==> config.mk <==
export PLATFORM = sky130hd
export DESIGN_NAME = wptr_ctrl_param
export DESIGN_NICKNAME = d
export VERILOG_FILES = /design/src/rtl/fifo_pkg.sv /design/src/rtl/b2g.sv /design/src/rtl/g2b.sv /design/src/rtl/wptr_ctrl_param.sv
export SDC_FILE = /design/constraint.sdc
export NUM_CORES = 1
export LEC_CHECK = 0
export ABC_AREA = 1
export CORE_MARGIN = 2
export CORE_UTILIZATION = 36
export DETAILED_ROUTE_END_ITERATION = 10
export SYNTH_ARGS = -nofsm -noshare
export SYNTH_HDL_FRONTEND = slang
export SYNTH_SLANG_ARGS = --single-unit
==> constraint.sdc <==
create_clock -name wclk -period 2.4 [get_ports wclk]
set_input_delay 0.72 -clock wclk [delete_from_list [all_inputs] [get_ports wclk]]
set_output_delay 0.72 -clock wclk [all_outputs]
set_load 0.01 [all_outputs]
==> src/rtl/fifo_pkg.sv <==
// Shared async-FIFO helpers: Gray/binary conversion and pointer-width derivation.
package fifo_pkg;

    localparam int unsigned CONV_W = 32;

    // Pointer width carries one wrap bit above the RAM address.
    function automatic int unsigned ptr_w(input int unsigned addr_w);
        return addr_w + 1;
    endfunction

    // Callers zero-extend narrower vectors to CONV_W and truncate the result.
    function automatic logic [CONV_W-1:0] bin2gray(input logic [CONV_W-1:0] w);
        return w ^ (w >> 1);
    endfunction

    // Prefix XOR from the MSB down, done in log2(CONV_W) doubling steps.
    function automatic logic [CONV_W-1:0] gray2bin(input logic [CONV_W-1:0] w);
        logic [CONV_W-1:0] b;
        b = w;
        for (int i = 0; i < 5; i++) begin
            b = b ^ (b >> (1 << i));
        end
        return b;
    endfunction

endpackage

==> src/rtl/b2g.sv <==
// Binary-to-Gray converter, parametrised by width.
module b2g
    import fifo_pkg::*;
#(
    parameter int unsigned W = 5
) (
    input  logic [W-1:0] bin,
    output logic [W-1:0] gray
);

    assign gray = W'(bin2gray(CONV_W'(bin)));

endmodule

==> src/rtl/g2b.sv <==
// Gray-to-binary converter, parametrised by width; shared with the read-side block.
module g2b
    import fifo_pkg::*;
#(
    parameter int unsigned W = 5
) (
    input  logic [W-1:0] gray,
    output logic [W-1:0] bin
);

    assign bin = W'(gray2bin(CONV_W'(gray)));

endmodule

==> src/rtl/wptr_ctrl_param.sv <==
// Write-domain pointer controller for the async FIFO: address, Gray pointer,
// read-pointer synchroniser and full / almost-full / level / overflow flags.
module wptr_ctrl_param
    import fifo_pkg::*;
#(
    parameter int unsigned ADDR_W      = 4,
    parameter int unsigned SYNC_STAGES = 2,
    parameter int unsigned AF_LEVEL    = 12
) (
    input  logic              wclk,
    input  logic              wrst_n,
    input  logic              w_en,
    input  logic              ovf_clr,
    input  logic [ADDR_W:0]   g_rptr,
    output logic [ADDR_W-1:0] waddr,
    output logic [ADDR_W:0]   wptr,
    output logic              w_accept,
    output logic              full,
    output logic              almost_full,
    output logic [ADDR_W:0]   wlevel,
    output logic              overflow
);

    localparam int unsigned PTR_W = ptr_w(ADDR_W);

    logic [PTR_W-1:0] wbin;
    logic [PTR_W-1:0] wbin_next;
    logic [PTR_W-1:0] gnext;
    logic [PTR_W-1:0] rq;
    logic [PTR_W-1:0] rbin_s;
    logic [PTR_W-1:0] level_next;
    logic             full_next;

    // Keep the sync_rptr_ prefix: timing constraints match on it.
    logic [PTR_W-1:0] sync_rptr_q [SYNC_STAGES];

    assign w_accept  = w_en & ~full;
    assign wbin_next = wbin + PTR_W'(w_accept);
    assign rq        = sync_rptr_q[SYNC_STAGES-1];
    assign waddr     = wbin[ADDR_W-1:0];

    b2g #(.W(PTR_W)) u_b2g (
        .bin  (wbin_next),
        .gray (gnext)
    );

    g2b #(.W(PTR_W)) u_g2b (
        .gray (rq),
        .bin  (rbin_s)
    );

    // Full when the next write pointer sits exactly one lap ahead of the read pointer.
    assign level_next = wbin_next - rbin_s;
    assign full_next  = (gnext == {~rq[ADDR_W:ADDR_W-1], rq[ADDR_W-2:0]});

    always_ff @(posedge wclk) begin
        if (!wrst_n) begin
            for (int unsigned i = 0; i < SYNC_STAGES; i++) begin
                sync_rptr_q[i] <= '0;
            end
        end else begin
            sync_rptr_q[0] <= g_rptr;
            for (int unsigned i = 1; i < SYNC_STAGES; i++) begin
                sync_rptr_q[i] <= sync_rptr_q[i-1];
            end
        end
    end

    always_ff @(posedge wclk) begin
        if (!wrst_n) begin
            wbin        <= '0;
            wptr        <= '0;
            full        <= 1'b0;
            almost_full <= 1'b0;
            wlevel      <= '0;
            overflow    <= 1'b0;
        end else begin
            wbin        <= wbin_next;
            wptr        <= gnext;
            full        <= full_next;
            almost_full <= (level_next >= PTR_W'(AF_LEVEL));
            wlevel      <= level_next;
            // A rejected write outranks a same-cycle clear.
            if (w_en && full) begin
                overflow <= 1'b1;
            end else if (ovf_clr) begin
                overflow <= 1'b0;
            end
        end
    end

endmodule
==> flow_metrics.tcl <==
set metrics [dict create \
    status "finished clean" \
    critPathCaptureType "flop" \
    boundaryPins 27 \
    ir_drop_uv 263 \
    clockBufferDepth 2 \
    async_reset_ff_frac 0 \
    fin_crit_sh 0.856 \
    grt_pass1_vias 1127 \
    drt-total-wl_mm 2.69 \
    yosysTopAreaCell "dfxtp_1" \
    ff2ff_path_depth 15 \
    pwr-share-comb 0.278 \
    die_w_um 64.5 \
    cts_setup_buffers 0 \
    ctsResizeCount 1 \
    ys.flop_type "dfxtp_1" \
    clk_latency_ns 0.32 \
    slowest_stage "ha_1" \
    synth_cells 186 \
    p_int_uw 680 \
    drv_slew 0 \
    timing.rr.start "full" \
    switchingPower_uw 272 \
    synth_most_common_cell "nand2_1" \
    pwr-share-seq 0.520 \
    drive_above_1_share 0.183 \
    avgRoutedWirePerCell_um 9.74 \
    cp_max_fo 4 \
    p_per_area_nw_per_um2 536 \
    root_buffer "clkbuf_4" \
    power_frac_clock 0.203 \
    portBuffers 26 \
    routed_via_density 4.28 \
    cap_violations 0 \
    cts_tree "done" \
    relSlewSlack 0.757 \
    holdPathStages 2 \
    p_leak_uw 0.000927 \
    coreArea_um2 3420 \
    synth_top_cells_by_area "dfxtp_1, nand2_1, inv_1" \
    place.gp.congestion 0.832 \
    yosys_warnings 0 \
    holdWs_ns 0.422 \
    antenna_found_initial 0 \
    syn_area_per_cell_um2 7.08 \
    hold_violations 0 \
    synth_top_area_share 0.411 \
    dr_total_vias 1180 \
    first_iter_violations 20 \
    min_path_type "flop to flop" \
    yosys-top-cells-count "nand2_1, inv_1, dfxtp_1, nor2_1, nand3_1" \
    r2r_slack_ns 0.42 \
    setup_ws_ns 0.345 \
    dpl.hpwl_mm 2.20 \
    rr_endpoint "almost_full" \
    die_y_um 64.5 \
    grt_pass1_wl_mm 4.68 \
    fmax_mhz 487 \
    grt-ovfl-total 0 \
    cp.buffers_inverters 5 \
    dieArea_um2 4160 \
    start_kind "input port" \
    cp.arrival_ns 2.29 \
    grt_max_degree 15 \
    cts_made_buffers 3 \
    finalCriticalPeriod_ns 2.06 \
    drtAntennaViolNets 0 \
    critPathTopFamily "simple AND/OR/NAND/NOR gates" \
    dr.pass1.iters 4 \
    area_delta_synth_final_pct 35.0 \
    drc_errors 0 \
    post-route-util 0.520 \
    cts.sinks 27 \
    syn_area_um2 1320 \
    synth_cell_types 20 \
    fin_nets 245 \
    hold_start "sync_rptr_q[0][1]" \
    cts_max_level 1 \
    p_sw_frac 0.285 \
    worst_clock_skew_ns 0.00643 \
    ys_seq_area_frac 0.411 \
    required_ns 2.63 \
    finalSetupViolCount 0 \
    postCtsHoldBufs 0 \
    synth_fp_nets 200 \
    path_clk_slew_ns 0.14 \
    critPathMaxStageDelay_ns 0.33 \
    initial_core_util 0.385 \
    cpMostUsedCell "inv_1" \
    synth-edff-count 0 \
    synth-seq-cells 27 \
    holdPathEnd "sync_rptr_q[0][6]" \
    rsz0062_at_grt "no" \
    place_ws_ns -0.345 \
    tightest_slew_ns 0.364 \
    grt_usage 0.143 \
    diodes 0 \
    path_class "input port to flop" \
    rows 21 \
    worstPathCellList "dlymetal6s2s_1 > nand3_2 > inv_1 > ha_1 > inv_1 > nand3_1 > nand2_1 > inv_1 > ha_1 > inv_1 > nand2_2 > nand3_1 > nand3_1 > nand3_2 > nand2_1" \
]
-- flip-flops by register name, indices dropped and copies added (netlist names) --
register     count
almost_full      1
wlevel           5
full             1
wptr             5
wbin             4
sync_rptr_q     10
overflow         1
-- metrics by stage --
stage               setup TNS (ns)  instances  total power (uW)  cell area, um^2
global route                     0        276              1020             1780
floorplan                        0        186               647             1320
detailed placement           -1.77        272               769             1750
global placement             -1.41        272               764             1750
finish                           0        276               952             1780
CTS                              0        276               967             1770
-- routing by layer --
| metal | wire length (um) | GRT usage | vias to the layer above |
|---|---|---|---|
| met2 | 1360 | 0.260 | 23 |
| li1 | - | - | 645 |
| met1 | 1250 | 0.172 | 510 |
| met3 | 64 | 0.0208 | 2 |
| met5 | 0 | 0 | - |
| met4 | 17 | 0.0479 | 0 |
-- placed cells by master (no fill, tap or decap) --
| cell type | Yosys | final |
|---|---|---|
| a21oi_1 | 5 | 5 |
| buf_4 | 0 | 16 |
| clkbuf_1 | 2 | 1 |
| clkbuf_4 | 0 | 3 |
| clkdlybuf4s50_1 | 0 | 24 |
| dfxtp_1 | 27 | 27 |
| dlygate4sd2_1 | 0 | 1 |
| dlymetal6s2s_1 | 0 | 1 |
| ha_1 | 5 | 5 |
| inv_1 | 31 | 31 |
| inv_2 | 5 | 5 |
| nand2_1 | 59 | 59 |
| nand2_2 | 8 | 8 |
| nand3_1 | 13 | 13 |
| nand3_2 | 4 | 4 |
| nand3b_1 | 1 | 1 |
| nor2_1 | 15 | 14 |
| nor2_2 | 1 | 2 |
| nor2_4 | 1 | 1 |
| o21ai_2 | 1 | 1 |
| o21bai_1 | 1 | 1 |
| o21bai_2 | 1 | 1 |
| xnor2_1 | 1 | 1 |
| xor2_1 | 4 | 4 |
| xor2_2 | 1 | 1 |
-- cells by family (layout without fill, tap and decap cells) --
group / count (synthesis) / count (layout) / share of synthesized area
AOI/OAI and AO/OA: 8 / 8 / 0.0399
xor gates and xnor gates: 6 / 6 / 0.0456
adders and majority gates: 5 / 5 / 0.0475
buffers and inverters: 38 / 82 / 0.108
DFF: 27 / 27 / 0.411
and+or+nand+nor: 102 / 102 / 0.348
-- worst register-to-register path: cells and delay by family (launching register included) --
kind,cells,cell delay (ns)
flip-flops,1,0.44
buffers and inverters,5,0.31
AND/OR/NAND/NOR,8,0.63
adder cells (fa/ha/maj),2,0.51
-- power groups by stage --
| stage | clock [uW] | sequential [uW] | combinational, uW |
|---|---|---|---|
| 3_3_place_gp | 0 | 504 | 260 |
| 2_1_floorplan | 0 | 517 | 130 |
| 4_1_cts | 206 | 496 | 265 |
| 3_5_place_dp | 0 | 506 | 264 |
| 6_report | 193 | 495 | 264 |
| 5_1_grt | 222 | 499 | 299 |
-- how the worst max path moves through the flow --
| stage | start | to | slack [ns] | depth (start not counted) |
|---|---|---|---|---|
| 6_report | w_en | almost_full | 0.34 | 15 |
| 5_1_grt | w_en | wlevel[4] | 0.19 | 16 |
| 4_1_cts | w_en | w_accept | 0.0004 | 4 |
| 3_5_place_dp | w_en | almost_full | -0.34 | 15 |
| 3_3_place_gp | w_en | almost_full | -0.28 | 15 |
| 2_1_floorplan | w_en | almost_full | 0.19 | 14 |
-- layout make-up --
class	instances	area, um^2
inverter	36	135
timing repair buffer	42	382
clock buffer	4	26.3
fill	350	1640
sequential	27	541
multi-input combinational	121	636
tap	46	57.6
No activity file was read; power rests on OpenSTA's default activity.
